File: config.mk
export PLATFORM = sky130hd
export DESIGN_NAME = renderer_scaled
export DESIGN_NICKNAME = d
export VERILOG_FILES = /design/src/rtl/renderer_scaled.sv
export SDC_FILE = /design/constraint.sdc
export NUM_CORES = 1
export LEC_CHECK = 0
export ABC_AREA = 1
export CELL_PAD_IN_SITES_DETAIL_PLACEMENT = 2
export CELL_PAD_IN_SITES_GLOBAL_PLACEMENT = 2
export CORE_AREA = 2 2 93 104
export DETAILED_ROUTE_END_ITERATION = 8
export DIE_AREA = 0 0 95 106
export GPL_ROUTABILITY_DRIVEN = 0
export PLACE_DENSITY_LB_ADDON = 0.25
export SYNTH_ARGS = -nofsm -noshare
export SYNTH_HDL_FRONTEND = slang
export SYNTH_SLANG_ARGS = --single-unit
File: constraint.sdc
create_clock -name clk -period 3.9 [get_ports clk]
set_input_delay 0.585 -clock clk [delete_from_list [all_inputs] [get_ports clk]]
set_output_delay 0.585 -clock clk [all_outputs]
set_load 0.005 [all_outputs]
File: src/rtl/renderer_scaled.sv
// renderer_scaled: copies the CHIP-8 display area of main RAM into the
// video framebuffer, replicating every pixel SCALE times in x and y.
//
// Ports:
//   clk, reset            - clock, synchronous active-high reset
//   start_signal          - one-cycle request to copy one frame
//   main_ram_read_address - main RAM read address (data returns next cycle)
//   main_ram_out          - main RAM read data
//   fb_write_address      - framebuffer write address
//   fb_write_enable       - framebuffer write strobe
//   fb_ram_in             - framebuffer write data
//   busy                  - high from first fetch through last write
//   finished_signal       - one-cycle pulse after the last write
module renderer_scaled #(
    parameter logic [11:0] SRC_BASE     = 12'h100,
    parameter int          SRC_W_BYTES  = 8,
    parameter int          SRC_H        = 32,
    parameter int          SCALE        = 2,
    parameter int          FB_ROW_BYTES = 16,
    parameter int          FB_BASE      = 0,
    parameter int          FB_AW        = 10
) (
    input  logic             clk,
    input  logic             reset,
    input  logic             start_signal,
    output logic [11:0]      main_ram_read_address,
    input  logic [7:0]       main_ram_out,
    output logic [FB_AW-1:0] fb_write_address,
    output logic             fb_write_enable,
    output logic [7:0]       fb_ram_in,
    output logic             busy,
    output logic             finished_signal
);

    localparam int COL_W = $clog2(SRC_W_BYTES + 1);
    localparam int ROW_W = $clog2(SRC_H + 1);

    typedef enum logic [2:0] {
        IDLE,
        FETCH,
        LATCH,
        WRITE,
        DONE
    } state_t;

    state_t           state;
    logic [ROW_W-1:0] row;
    logic [COL_W-1:0] col;
    logic [1:0]       rep;
    logic [1:0]       half;
    logic [7:0]       pixel;

    logic [ROW_W-1:0] row_n;
    logic [COL_W-1:0] col_n;
    logic [1:0]       rep_n;
    logic             wrap;

    function automatic logic [11:0] src_addr(
        input logic [ROW_W-1:0] r,
        input logic [COL_W-1:0] c
    );
        return 12'(int'(SRC_BASE) + int'(r) * SRC_W_BYTES + int'(c));
    endfunction

    function automatic logic [FB_AW-1:0] dst_addr(
        input logic [ROW_W-1:0] r,
        input logic [1:0]       rp,
        input logic [COL_W-1:0] c,
        input logic [1:0]       h
    );
        return FB_AW'(FB_BASE
                      + (int'(r) * SCALE + int'(rp)) * FB_ROW_BYTES
                      + int'(c) * SCALE + int'(h));
    endfunction

    // At 2x each source bit becomes two adjacent framebuffer bits; the
    // left nibble feeds the first output byte, the right nibble the second.
    function automatic logic [7:0] expand(
        input logic [7:0] p,
        input logic [1:0] h
    );
        logic [3:0] n;
        if (SCALE == 1) begin
            return p;
        end
        n = h[0] ? p[3:0] : p[7:4];
        return {n[3], n[3], n[2], n[2], n[1], n[1], n[0], n[0]};
    endfunction

    // Counter advance: col innermost, then rep, then row.
    always_comb begin
        col_n = col;
        rep_n = rep;
        row_n = row;
        wrap  = 1'b0;
        if (col == COL_W'(SRC_W_BYTES - 1)) begin
            col_n = '0;
            if (rep == 2'(SCALE - 1)) begin
                rep_n = '0;
                if (row == ROW_W'(SRC_H - 1)) begin
                    row_n = '0;
                    wrap  = 1'b1;
                end else begin
                    row_n = row + ROW_W'(1);
                end
            end else begin
                rep_n = rep + 2'd1;
            end
        end else begin
            col_n = col + COL_W'(1);
        end
    end

    always_ff @(posedge clk) begin
        if (reset) begin
            state                 <= IDLE;
            row                   <= '0;
            col                   <= '0;
            rep                   <= '0;
            half                  <= '0;
            pixel                 <= '0;
            main_ram_read_address <= '0;
            fb_write_address      <= '0;
            fb_write_enable       <= 1'b0;
            fb_ram_in             <= '0;
            busy                  <= 1'b0;
            finished_signal       <= 1'b0;
        end else begin
            unique case (state)
                IDLE: begin
                    if (start_signal) begin
                        row                   <= '0;
                        col                   <= '0;
                        rep                   <= '0;
                        half                  <= '0;
                        main_ram_read_address <= src_addr('0, '0);
                        busy                  <= 1'b1;
                        state                 <= FETCH;
                    end
                end
                FETCH: begin
                    state <= LATCH;
                end
                LATCH: begin
                    // Outputs are registered, so the first write's data
                    // is built straight from the RAM bus in this cycle.
                    pixel            <= main_ram_out;
                    half             <= '0;
                    fb_write_enable  <= 1'b1;
                    fb_write_address <= dst_addr(row, rep, col, 2'd0);
                    fb_ram_in        <= expand(main_ram_out, 2'd0);
                    state            <= WRITE;
                end
                WRITE: begin
                    if (half != 2'(SCALE - 1)) begin
                        half             <= half + 2'd1;
                        fb_write_address <= dst_addr(row, rep, col,
                                                     half + 2'd1);
                        fb_ram_in        <= expand(pixel, half + 2'd1);
                    end else begin
                        fb_write_enable <= 1'b0;
                        half            <= '0;
                        col             <= col_n;
                        rep             <= rep_n;
                        row             <= row_n;
                        if (wrap) begin
                            busy            <= 1'b0;
                            finished_signal <= 1'b1;
                            state           <= DONE;
                        end else begin
                            main_ram_read_address <= src_addr(row_n, col_n);
                            state                 <= FETCH;
                        end
                    end
                end
                DONE: begin
                    finished_signal <= 1'b0;
                    state           <= IDLE;
                end
                default: begin
                    state <= IDLE;
                end
            endcase
        end
    end

endmodule

==> results list, run 1 <==
- The run finished with clean final reports.
- Final Non-Filler Cells: roughly 540
* Path class of the lowest-slack min-delay path: reg2reg
- The worst setup path is captured at a flip-flop.
- The die is 95 microns wide.
* Slew @ Worst Pin: 0.6634 ns
* Number of enable-type register cells in the synthesized netlist: 0
* Total power: 1.452 mW
- Peak ir drop on the vdd network: 0.1641 mV
* Unique masters post-synth: 37
* Total power per unit cell area: roughly 420 nW/um^2
* Buffer depth of the longest clock path: 2
- # Post-CTS Setup Buffers: 0
- Hold Crit Start: main_ram_read_address[9]
* Max H-tree Level: 2
- After detailed routing, the number of remaining DRC violations is 0.
- Clock skew: 0.009306 ns
- Post-route worst setup slack: 1.408 ns
- The count of nets left with antenna violations once routing finished came out at 0.
* Core Box Area: between 9000 and 10000 sq um
- Overall Global Routing Usage: 0.1751
- Antenna violations before repair: 0
* Routed wire length: about 8.1 mm
- Synthesis inferred 52 register bits.
- During I/O placement, the number of pins put on the boundary was between 40 and 50.
* Leading register cell type out of synthesis: sky130_fd_sc_hd__dfxtp_1
* Count of filler cells inserted in the layout: 1088
* Leakage component of the power: 1.375 nW
- Sequential cell area fraction in the yosys report: 0.3683
- The clock drives 52 sinks.
* Row Count: 37
- The multi-input combinational cells in the finished layout cover a total of 1510 sq um.
- The max-slew violation count came to 0.
- RSZ-0062 raised after global routing: false
- The via count of the first global-routing pass was 2959.
- Leading cell type in the layout, fill and taps excluded: sky130_fd_sc_hd__nand2_1
- Maximum number of pins on one net before global-route repair: 28
- Using the TritonRoute via totals, the vias-per-cell ratio works out to 4.925.
- Ratio of cells with drive above 1 in the final layout: 0.07728
- In the finished design, the share of the clock period the worst path needs comes to 0.6389.
- Across all register-to-register paths, the minimum setup slack is about 1.4 ns.
- Headroom to the max-slew limit came out at 0.5573.
- 0 antenna diodes ended up in the layout.
- Clock latency on the worst-skew pair, taken at its later pin, is 0.31 ns.
- The detailed router finished its first iteration with roughly 70 violations.
- Total of cells resized after clock tree synthesis: 0
- Total placed cells including tap cells: 537
- Number of setup violations in the final report: 0
* Drt pass-1 iters: 4
- TritonCTS built the clock tree.
- After clock tree synthesis, the flow added hold-fix buffers numbering 0.
* Area used by sequential logic in the layout: between 1000 and 1500 sq um
- Die Ht: 106 microns
- Commonest non-fill, non-tap cells in the layout: sky130_fd_sc_hd__nand2_1 (95), sky130_fd_sc_hd__dfxtp_1 (52), sky130_fd_sc_hd__clkdlybuf4s50_1 (41), sky130_fd_sc_hd__inv_1 (39), sky130_fd_sc_hd__a21oi_1 (33)
- Detailed routing inserted a total of 2679 vias.
- In the final design database the tool counted 450 nets.
- Area delta synth->final: 20.98%
* Final Hold Vio Count: 0
* Beginning of the critical path: col[1]
- Highest fanout seen on the critical path: 7
* WHS: 0.4729 ns
* Min cycle time layout: ~2.5 ns
* Sum of negative setup slack: 0 ns
- Category of the most critical setup path: reg2reg
* Maximum clock frequency: roughly 400 MHz
- Die footprint: 10070 sq um
* Proportion of register bits with asynchronous set or reset after synthesis: 0
- Number of warnings printed during yosys synthesis: 0
* CTS clock-pin slew for the worst setup and hold paths: 0.10 ns
- Across the run, the number of max-cap violations was 0.
* Required time worst endpoint: 4.14 ns
- The mapped netlist covers ~2800 sq um.
- Crit path launch type: flip-flop
- Worst EP arrival: 2.74 ns
- Count of port buffers added during placement: 41
- Detailed placement finished with a half-perimeter wire length of between 6 and 7 mm.
* Leftover overflow at the end of global routing: 0
- After detailed routing, the average wire length per cell comes to 14.91 microns.
- In the synthesized netlist, the number of instances is 396.
- Global-route wire length before repair: approximately 14 mm
- A synthesized cell averages a little over 7 sq um.
* Number of buffers created by CTS: 5
- Placement Setup Slack: approximately 1.4 ns
* Critical R2R Launch: col[1]
* Clk Tree Root Cell: sky130_fd_sc_hd__clkbuf_8
- For this configuration, the core starts out at a cell density of 0.3099.
## cells by family after synthesis
group | Yosys count | synth area share
AOI/OAI and AO/OA | 82 | 0.1602
adders and majority gates | 12 | 0.05312
buffers and inverters | 65 | 0.09872
DFF | 52 | 0.3683
other | 1 | 0.001327
and+or+nand+nor | 174 | 0.2873
xor gates and xnor gates | 10 | 0.03099
## through the flow
step                      utilization  instance area, sq um
after CTS                      0.3749                  3420
final                          0.3749                  3420
after global routing           0.3749                  3420
after detailed placement       0.3608                  3291
after global placement         0.3608                  3291
after floorplan                     -                  2830
## state kept, by name, summed over array words and instances (netlist names), 2 cells and up
name                   count
fb_write_address          10
main_ram_read_address     10
pixel                      8
row                        6
col                        4
fb_ram_in                  4
state                      3
half                       2
rep                        2
## report_power, final
group	total (mW)	leakage, nW	switching [mW]	internal, mW
clock	0.445	0.0642	0.192	0.253
sequential	0.641	0.423	0.0428	0.598
combinational	0.366	0.888	0.207	0.160
## synth_stat cells, drive strengths merged, types with 2 or more instances
library cell	instances	share of area
xnor2	2	0.0062
nor3	3	0.011
inv	46	0.062
nand4	6	0.013
o21bai	3	0.0080
xor2	8	0.025
nand3b	3	0.0080
dfxtp	52	0.37
clkbuf	8	0.011
nand3	24	0.046
buf	11	0.026
nor2	35	0.063
nand2	101	0.14
a22oi	2	0.0053
ha	12	0.053
o21ai	33	0.058
a31oi	8	0.018
a21oi	34	0.064
## layout make-up
type,count,area share
multi-input combinational,280,0.4416
sequential,52,0.3044
timing repair buffer,42,0.1222
inverter,46,0.05123
tap,117,0.04281
clock buffer,5,0.02012
clock inverter,2,0.01756
## layer usage
layer | GRT usage | part of all wire
met1 | 0.2173 | 0.44
met2 | 0.3166 | 0.53
met3 | 0.02268 | 0.015
met4 | 0.04141 | 0.011
met5 | 0 | 0
## worst paths after layout
kind,to,cells past startpoint
min reg2reg,main_ram_read_address[9],2
max reg2reg,main_ram_read_address[9],13
max,main_ram_read_address[9],13
min,main_ram_read_address[9],2
## critical path, stage by stage (launching register included)
cell                      delay (ns)
sky130_fd_sc_hd__dfxtp_1        0.48
sky130_fd_sc_hd__ha_1           0.28
sky130_fd_sc_hd__nand3_2        0.17
sky130_fd_sc_hd__nor2_2         0.26
sky130_fd_sc_hd__nand3_1        0.10
sky130_fd_sc_hd__o21ai_0        0.14
sky130_fd_sc_hd__ha_1           0.25
sky130_fd_sc_hd__ha_1           0.15
sky130_fd_sc_hd__inv_1          0.05
sky130_fd_sc_hd__nor2_1         0.16
sky130_fd_sc_hd__nand3_1        0.14
sky130_fd_sc_hd__nand2_1        0.09
sky130_fd_sc_hd__nand2_1        0.05
sky130_fd_sc_hd__a21oi_1        0.11
(Power assumes the default switching activity.)
==> run 2, diff against run 1 <==
CORE_AREA = 2 2 101 113   (was 2 2 93 104)
DIE_AREA = 0 0 103 115   (was 0 0 95 106)
clock period = 2.2 ns   (was 3.9 ns; I/O delays follow)
==> run 2 against run 1 <==
  * First-iteration DRC count decreased by 16%
  * Critical path type unchanged
  * Flip-flop and latch count unchanged
  * Worst setup slack got worse by 1.2 ns
  * Largest power group unchanged
  * Largest cell class unchanged
  * Cell count increased by 8.1%
==> results list, run 2 (synthesis results as in run 1) <==
- The flow ran to the end, and the final reports show no timing, DRC or antenna violations.
* Buffer depth of the longest clock path: 2 (unchanged)
- The standby leakage power came to 1.459 nW (+6.1%).
- The TritonCTS buffer count is 5 (unchanged).
- # Post-CTS Setup Buffers: 0 (unchanged)
- The via count of the first global-routing pass was 3027 (+2.3%).
- The worst setup path is launched from a flip-flop.
* Final period utilization: 0.9191 (+0.2802)
- DP Wirelength: 6.421 mm (+4.5%)
* Final max-slew violation count: 0 (unchanged)
- Category of the most critical setup path: reg2reg
- The area of the multi-input gates is 1539 sq um (+1.9%).
- Sum of negative setup slack: 0 ns (unchanged)
- Number of ports placed on the die boundary: 44 (unchanged)
- Max-capacitance violation count: 0 (unchanged)
* Fin util: 0.3377 (-0.03722)
* Hold Crit Start: pixel[3]
- Antenna violations before repair: 0 (unchanged)
- The number of nets with antenna violations after routing came to 0 (unchanged).
- Slowest-stage cell, CP: sky130_fd_sc_hd__dfxtp_1
- Setup slack of the most critical reg-to-reg path: 0.18 ns (-1.23 ns)
- The final standard cell count with taps included and fillers excluded was 588 (+8.1%).
- Count of filler cells inserted in the layout: 1319 (+21%)
- The number of sinks driven by the clock tree came to 52 (unchanged).
- Beginning of the critical path: col[0]
* Max H-tree Level: 2 (unchanged)
- The critical path's largest stage delay came to 0.34 ns (-0.14 ns).
- The wire length of the first global-routing pass is 14.49 mm (+2.2%).
- The via count normalized by instance count was 4.667 (-5.2%).
* CP top delay family: simple AND/OR/NAND/NOR gates
- Endpoint type of the worst setup path: flip-flop
- Worst reg2reg path depth: 13 (unchanged)
* Routed wirelength normalized by instance count: 14.30 microns (-4.1%)
- First DRT Iteration DRCs: 57 (-16%)
* Commonest non-fill, non-tap cells in the layout: sky130_fd_sc_hd__nand2_1 (95), sky130_fd_sc_hd__dfxtp_1 (50), sky130_fd_sc_hd__clkdlybuf4s50_1 (41), sky130_fd_sc_hd__inv_1 (39), sky130_fd_sc_hd__a21oi_1 (33)
- Leading cell type in the layout, fill and taps excluded: sky130_fd_sc_hd__nand2_1
* Min cycle time layout: 2.022 ns (-0.4697 ns)
- Peak ir drop on the vdd network: 0.2808 mV (+71%)
- The final hold slack was 0.4570 ns (-0.01591 ns).
- Die footprint: 11850 sq um (+18%)
- The total count of hold-check failures in the final report is 0 (unchanged).
- The later-pin clock latency in the skew report came to 0.29 ns (-0.02 ns).
- Core Box Area: 10710 sq um (+17%)
- The share of post-route cells with drive strength above 1 is 0.1224 (+0.04517).
* Buffer and inverter count on the worst path: 1 (unchanged)
- The clock-pin slew on the worst setup and hold paths was 0.07 ns (-0.03 ns).
- The worst clock skew on the final layout came to 0.005728 ns (-0.003578 ns).
- The sequential cell area is 1044 sq um (+0.24%).
* Overall Global Routing Usage: 0.1534 (-0.02168)
- The chip width is 103 microns (+8.4%).
* Required time worst endpoint: 2.43 ns (-1.71 ns)
- Capture point of the worst reg-to-reg path: main_ram_read_address[9]
- Cell breakdown of the critical path: ha_2 > nand3_2 > nor2_4 > nand3_1 > o21ai_2 > ha_2 > ha_1 > inv_1 > nor2_2 > nand3_1 > nand2_1 > nand2_1 > a21oi_1
* Highest fanout seen on the critical path: 3 (-4)
- The count of instances resized after the clock tree is built was 0 (unchanged).
* Die Ht: 115 microns (+8.5%)
- TritonCTS clock tree: yes
- The antenna cell count is 0 (unchanged).
* Number of design rule violations left after detail routing: 0 (unchanged)
- Number of nets in the final layout: 464 (+3.1%)
- Worst EP arrival: 2.25 ns (-0.49 ns)
- The worst hold path belongs to the class reg2reg.
* End point of the most critical hold path: pixel[3]
- The number of placed instances, taps included is 581 (+8.2%).
- Maximum number of pins on one net before global-route repair: 27 (-3.6%)
- Leftover overflow at the end of global routing: 0 (unchanged)
* Total number of vias: 2744 (+2.4%)
- Hold depth: 2 (unchanged)
* Row Count: 40 (+8.1%)
* Total power per unit cell area: 735.1 nW/um^2 (+73%)
* Area delta synth->final: 27.98%
* Largest registers ranked by flip-flop count: fb_write_address: 10 flops, main_ram_read_address: 10 flops, pixel: 8 flops
- The startpoint identified for the worst register-to-register timing path is col[0].
- Number of setup violations in the final report: 0 (unchanged)
* Initial core utilization: 0.2639 (-0.04602)
* Hold buffer count at cts: 0 (unchanged)
* Clk Tree Root Cell: sky130_fd_sc_hd__clkbuf_16
- The final wirelength was 8.407 mm (+3.7%).
* Drt pass-1 iters: 4 (unchanged)
* Count of port buffers added during placement: 41 (unchanged)
- Maximum clock frequency: 494.5 MHz (+23%)
## run 2: worst register-to-register path, stage by stage (launching register included)
cell and delay [ns]:
sky130_fd_sc_hd__dfxtp_1 0.34, sky130_fd_sc_hd__ha_2 0.21, sky130_fd_sc_hd__nand3_2 0.11, sky130_fd_sc_hd__nor2_4 0.13, sky130_fd_sc_hd__nand3_1 0.11, sky130_fd_sc_hd__o21ai_2 0.10
sky130_fd_sc_hd__ha_2 0.22, sky130_fd_sc_hd__ha_1 0.14, sky130_fd_sc_hd__inv_1 0.05, sky130_fd_sc_hd__nor2_2 0.14, sky130_fd_sc_hd__nand3_1 0.12, sky130_fd_sc_hd__nand2_1 0.10
sky130_fd_sc_hd__nand2_1 0.05, sky130_fd_sc_hd__a21oi_1 0.12
## run 2: layer usage
| metal | GRT usage | part of all wire | vias up |
|---|---|---|---|
| met5 | 0 | 0 | - |
| met4 | 0.03947 | 0.013 | 0 |
| met3 | 0.02249 | 0.018 | 8 |
| met2 | 0.2900 | 0.55 | 21 |
| met1 | 0.1777 | 0.42 | 1347 |
| li1 | - | - | 1368 |
## run 2: area by class of cell
cell class / instances / area share
Inverter: 46 / 0.04843
Clock buffer: 7 / 0.04220
Multi-Input combinational cell: 280 / 0.4255
Timing Repair Buffer: 56 / 0.1446
Tap cell: 147 / 0.05085
Sequential cell: 52 / 0.2885
## run 2: report_power, final
| part | switching (mW) | internal [mW] | total, mW |
|---|---|---|---|
| clock network | 0.353 | 0.479 | 0.832 |
| registers | 0.0658 | 1.06 | 1.13 |
| logic | 0.386 | 0.315 | 0.701 |
| total | 0.805 | 1.85 | 2.66 |
## run 2: how the worst max path moves through the flow
stage                                           to  slack (ns)  cells after the start
after detailed placement  main_ram_read_address[9]        0.06                     14
final                     main_ram_read_address[9]        0.18                     13
after global routing      main_ram_read_address[9]       -0.04                     13
after CTS                 main_ram_read_address[9]        0.04                     14
after floorplan           main_ram_read_address[9]        0.18                     13
after global placement    main_ram_read_address[9]        0.24                     14
## run 2: per-stage QoR
| stage | worst slack (ns) | area, sq um | power (mW) |
|---|---|---|---|
| global placement | 0.2384 | 3433 | 1.842 |
| floorplan | 0.1818 | 2830 | 1.532 |
| CTS | 0.03703 | 3586 | 2.707 |
| finish | 0.1780 | 3617 | 2.659 |
| detailed placement | 0.05639 | 3433 | 1.858 |
| global route | -0.03606 | 3617 | 2.841 |
==> run 3, diff against run 2 <==
CORE_AREA = 2 2 96 107   (was 2 2 101 113)
DIE_AREA = 0 0 98 109   (was 0 0 103 115)
clock period = 2.1 ns   (was 2.2 ns; I/O delays follow)
==> run 3 against run 2 <==
  * Core utilization rose by 4.5 points
  * Via count increased by 2.0%
  * Highest routed layer unchanged
  * Critical path depth is 1 higher
  * Combinational power up 8.0%
  * Cell count shrank 2.9%
  * Sequential power is 4% higher
  * Die area decreased by 9.8%
  * Wire length grew 3.5%
==> results list, run 3 (synthesis results as in run 1) <==
* Status: complete, no violations
- Max-capacitance violation count: 0 (unchanged)
- The setup slack of the most critical reg-to-reg path was 0.13 ns (-0.05 ns).
- Clock skew: 0.01505 ns (+0.009323 ns)
- Switching part of the total power: 0.3153 (+0.01261)
- The startpoint identified for the worst hold timing path is pixel[3].
- Peak ir drop on the vdd network: 0.4615 mV (+64%)
- Maximum clock frequency: 507.3 MHz (+2.6%)
- Ratio of cells with drive above 1 in the final layout: 0.1840 (+0.06159)
- Global-route wire length before repair: 14.78 mm (+2.0%)
- The clock tree buffer depth came to 2 (unchanged).
* Total number of vias: 2799 (+2.0%)
- First DRT Iteration DRCs: 82 (+44%)
- Number of design rule violations left after detail routing: 0 (unchanged)
* Hold depth: 2 (unchanged)
* Largest registers ranked by flip-flop count: fb_write_address: 10 flops, main_ram_read_address: 10 flops, pixel: 8 flops
- The worst reg-to-reg path cell count was 14 (+1).
- In this run the critical register-to-register path is captured at fb_write_address[9].
- Required time worst endpoint: 2.37 ns (-0.06 ns)
- The overall power was 2.697 mW (+1.4%).
- Number of nets in the final layout: 473 (+1.9%)
* Number of ports placed on the die boundary: 44 (unchanged)
* Antenna-violating nets left: 0 (unchanged)
* End point of the most critical hold path: pixel[3]
- Overall Global Routing Usage: 0.1700 (+0.01659)
* DP Wirelength: 6.632 mm (+3.3%)
- Count of port buffers added during placement: 41 (unchanged)
- Category of the most critical setup path: reg2reg
- The number of H-tree levels was 2 (unchanged).
* Core Box Area: 9652 sq um (-9.9%)
* Final period utilization: 0.9386 (+0.01950)
* Maximum number of pins on one net before global-route repair: 27 (unchanged)
- The chip width is 98 microns (-4.9%).
* Path class of the lowest-slack min-delay path: reg2reg
- The later-pin clock latency in the skew report was 0.32 ns (+0.03 ns).
- WHS: 0.4611 ns (+0.004122 ns)
- Routed wire length: 8.698 mm (+3.5%)
- Total placed cells including tap cells: 559 (-3.8%)
- Antenna violations before repair: 0 (unchanged)
- Die Ht: 109 microns (-5.2%)
- The worst setup path is launched from a flip-flop.
- Clk Tree Root Cell: sky130_fd_sc_hd__clkbuf_8
- Fraction of power consumed by sequential logic: 0.439 (+0.016)
- The clock-pin slew on the worst setup and hold paths came to 0.11 ns (+0.04 ns).
- Commonest non-fill, non-tap cells in the layout: sky130_fd_sc_hd__nand2_1 (92), sky130_fd_sc_hd__dfxtp_1 (47), sky130_fd_sc_hd__clkdlybuf4s50_1 (41), sky130_fd_sc_hd__inv_1 (37), sky130_fd_sc_hd__a21oi_1 (33)
- Final Non-Filler Cells: 571 (-2.9%)
- Routed wirelength normalized by instance count: 15.23 microns (+6.5%)
* Number of setup violations in the final report: 0 (unchanged)
* Final Hold Vio Count: 0 (unchanged)
- The total number of placement rows was 38 (-5.0%).
- The die outline area was 10680 sq um (-9.8%).
- Leftover overflow at the end of global routing: 0 (unchanged)
- The library cell used most frequently in the layout, excluding fill and tap cells, is sky130_fd_sc_hd__nand2_1.
* Fin util: 0.3829 (+0.04521)
* Ratio of routed vias to standard cells: 4.902 (+5.0%)
* Share of total power in the clock network: 0.280 (-0.033)
- TritonCTS clock tree: yes
* Total inserted antenna cells: 0 (unchanged)
* Leakage component of the power: 1.491 nW (+2.2%)
* Critical R2R Launch: half[0]
- The switching component of the power came to 0.8502 mW (+5.6%).
* Highest fanout seen on the critical path: 4 (+1)
- The total internal power came to 1.846 mW (-0.42%).
* Initial core utilization: 0.2928 (+0.02894)
* Worst EP arrival: 2.24 ns (about the same)
- The combinational group share of total power was 0.281 (+0.017).
* RSZ-0062 raised after global routing: true
- The most critical setup path has its startpoint at half[0].
- The area growth from synthesis to layout is 30.77%.
- The number of filler cells placed in the layout is 1141 (-13%).
* Number of clock sinks: 52 (unchanged)
* Drt pass-1 iters: 4 (unchanged)
* Min cycle time layout: 1.971 ns (-0.05096 ns)
- The max-slew violation count is 0 (unchanged).
- Endpoint type of the worst setup path: flip-flop
* Number of buffers created by CTS: 5 (unchanged)
- The via count of the first global-routing pass came to 3157 (+4.3%).
* Hold buffer count at cts: 0 (unchanged)
- The cell area power density was 729.6 nW/um^2 (-0.74%).
==> run 3: cell types whose count changed in the layout (fill, tap and decap cells not counted), moves of 4 or more <==
cell                        before  now
sky130_fd_sc_hd__nand3_1        22   18
sky130_fd_sc_hd__clkbuf_16       5    0
sky130_fd_sc_hd__nand3_2         2    6
sky130_fd_sc_hd__clkbuf_8        2    6
sky130_fd_sc_hd__buf_4          15   24
==> run 3: critical path: stages (launching register included) <==
cell and delay (ns):
sky130_fd_sc_hd__dfxtp_2 0.35, sky130_fd_sc_hd__inv_2 0.05, sky130_fd_sc_hd__ha_1 0.28, sky130_fd_sc_hd__inv_1 0.06
sky130_fd_sc_hd__ha_2 0.17, sky130_fd_sc_hd__ha_2 0.17, sky130_fd_sc_hd__nand2_2 0.08, sky130_fd_sc_hd__nor2_4 0.16
sky130_fd_sc_hd__buf_4 0.12, sky130_fd_sc_hd__nand3b_1 0.09, sky130_fd_sc_hd__nor2_1 0.14, sky130_fd_sc_hd__nand2_1 0.09
sky130_fd_sc_hd__nand3_2 0.07, sky130_fd_sc_hd__nand2_1 0.06, sky130_fd_sc_hd__inv_1 0.05
==> run 3: layer usage <==
metal  routed length, microns  track usage
met1                     3761       0.1953
met2                     4705       0.3297
met3                      113      0.02244
met4                      117      0.04563
met5                        0            0
==> run 3: worst max-delay path by stage <==
stage,cells past startpoint,end,slack [ns]
floorplan,13,main_ram_read_address[9],0.08
global placement,14,main_ram_read_address[9],0.19
detailed placement,13,main_ram_read_address[8],0.01
CTS,14,main_ram_read_address[8],0.02
global route,14,fb_write_address[9],-0.02
finish,14,fb_write_address[9],0.13
==> run 3: final cells by class <==
type                            count  area, sq um  share of cell area
Multi-Input combinational cell    280         1612              0.4360
Inverter                           46        175.2             0.04739
Sequential cell                    52         1047              0.2833
Clock inverter                      2        38.79             0.01049
Timing Repair Buffer               65        590.6              0.1598
Tap cell                          120        150.1             0.04062
Clock buffer                        6        82.58             0.02234
==> run 3: timing repair <==
item | CTS | global route
setup buffers | 0 | 4
setup endpoints to repair | 2 | 5
pin swaps | 0 | 9
gates resized for setup | 1 | 31
cloned | 0 | 0
==> run 3: through the flow <==
stage                     instance area, sq um  setup TNS, ns  setup WS, ns
after global routing                      3696       -0.02837      -0.01516
after CTS                                 3560              0       0.01824
after floorplan                           2830              0       0.08181
final                                     3696              0        0.1289
after global placement                    3437              0        0.1902
after detailed placement                  3437              0       0.01381
==> run 3: power by group through the flow <==
stage | clock network (mW) | registers (mW) | logic, mW
after floorplan | 0 | 1.20 | 0.408
after global placement | 0 | 1.20 | 0.741
after detailed placement | 0 | 1.21 | 0.764
after CTS | 0.787 | 1.19 | 0.770
after global routing | 0.827 | 1.20 | 0.855
final | 0.756 | 1.18 | 0.757
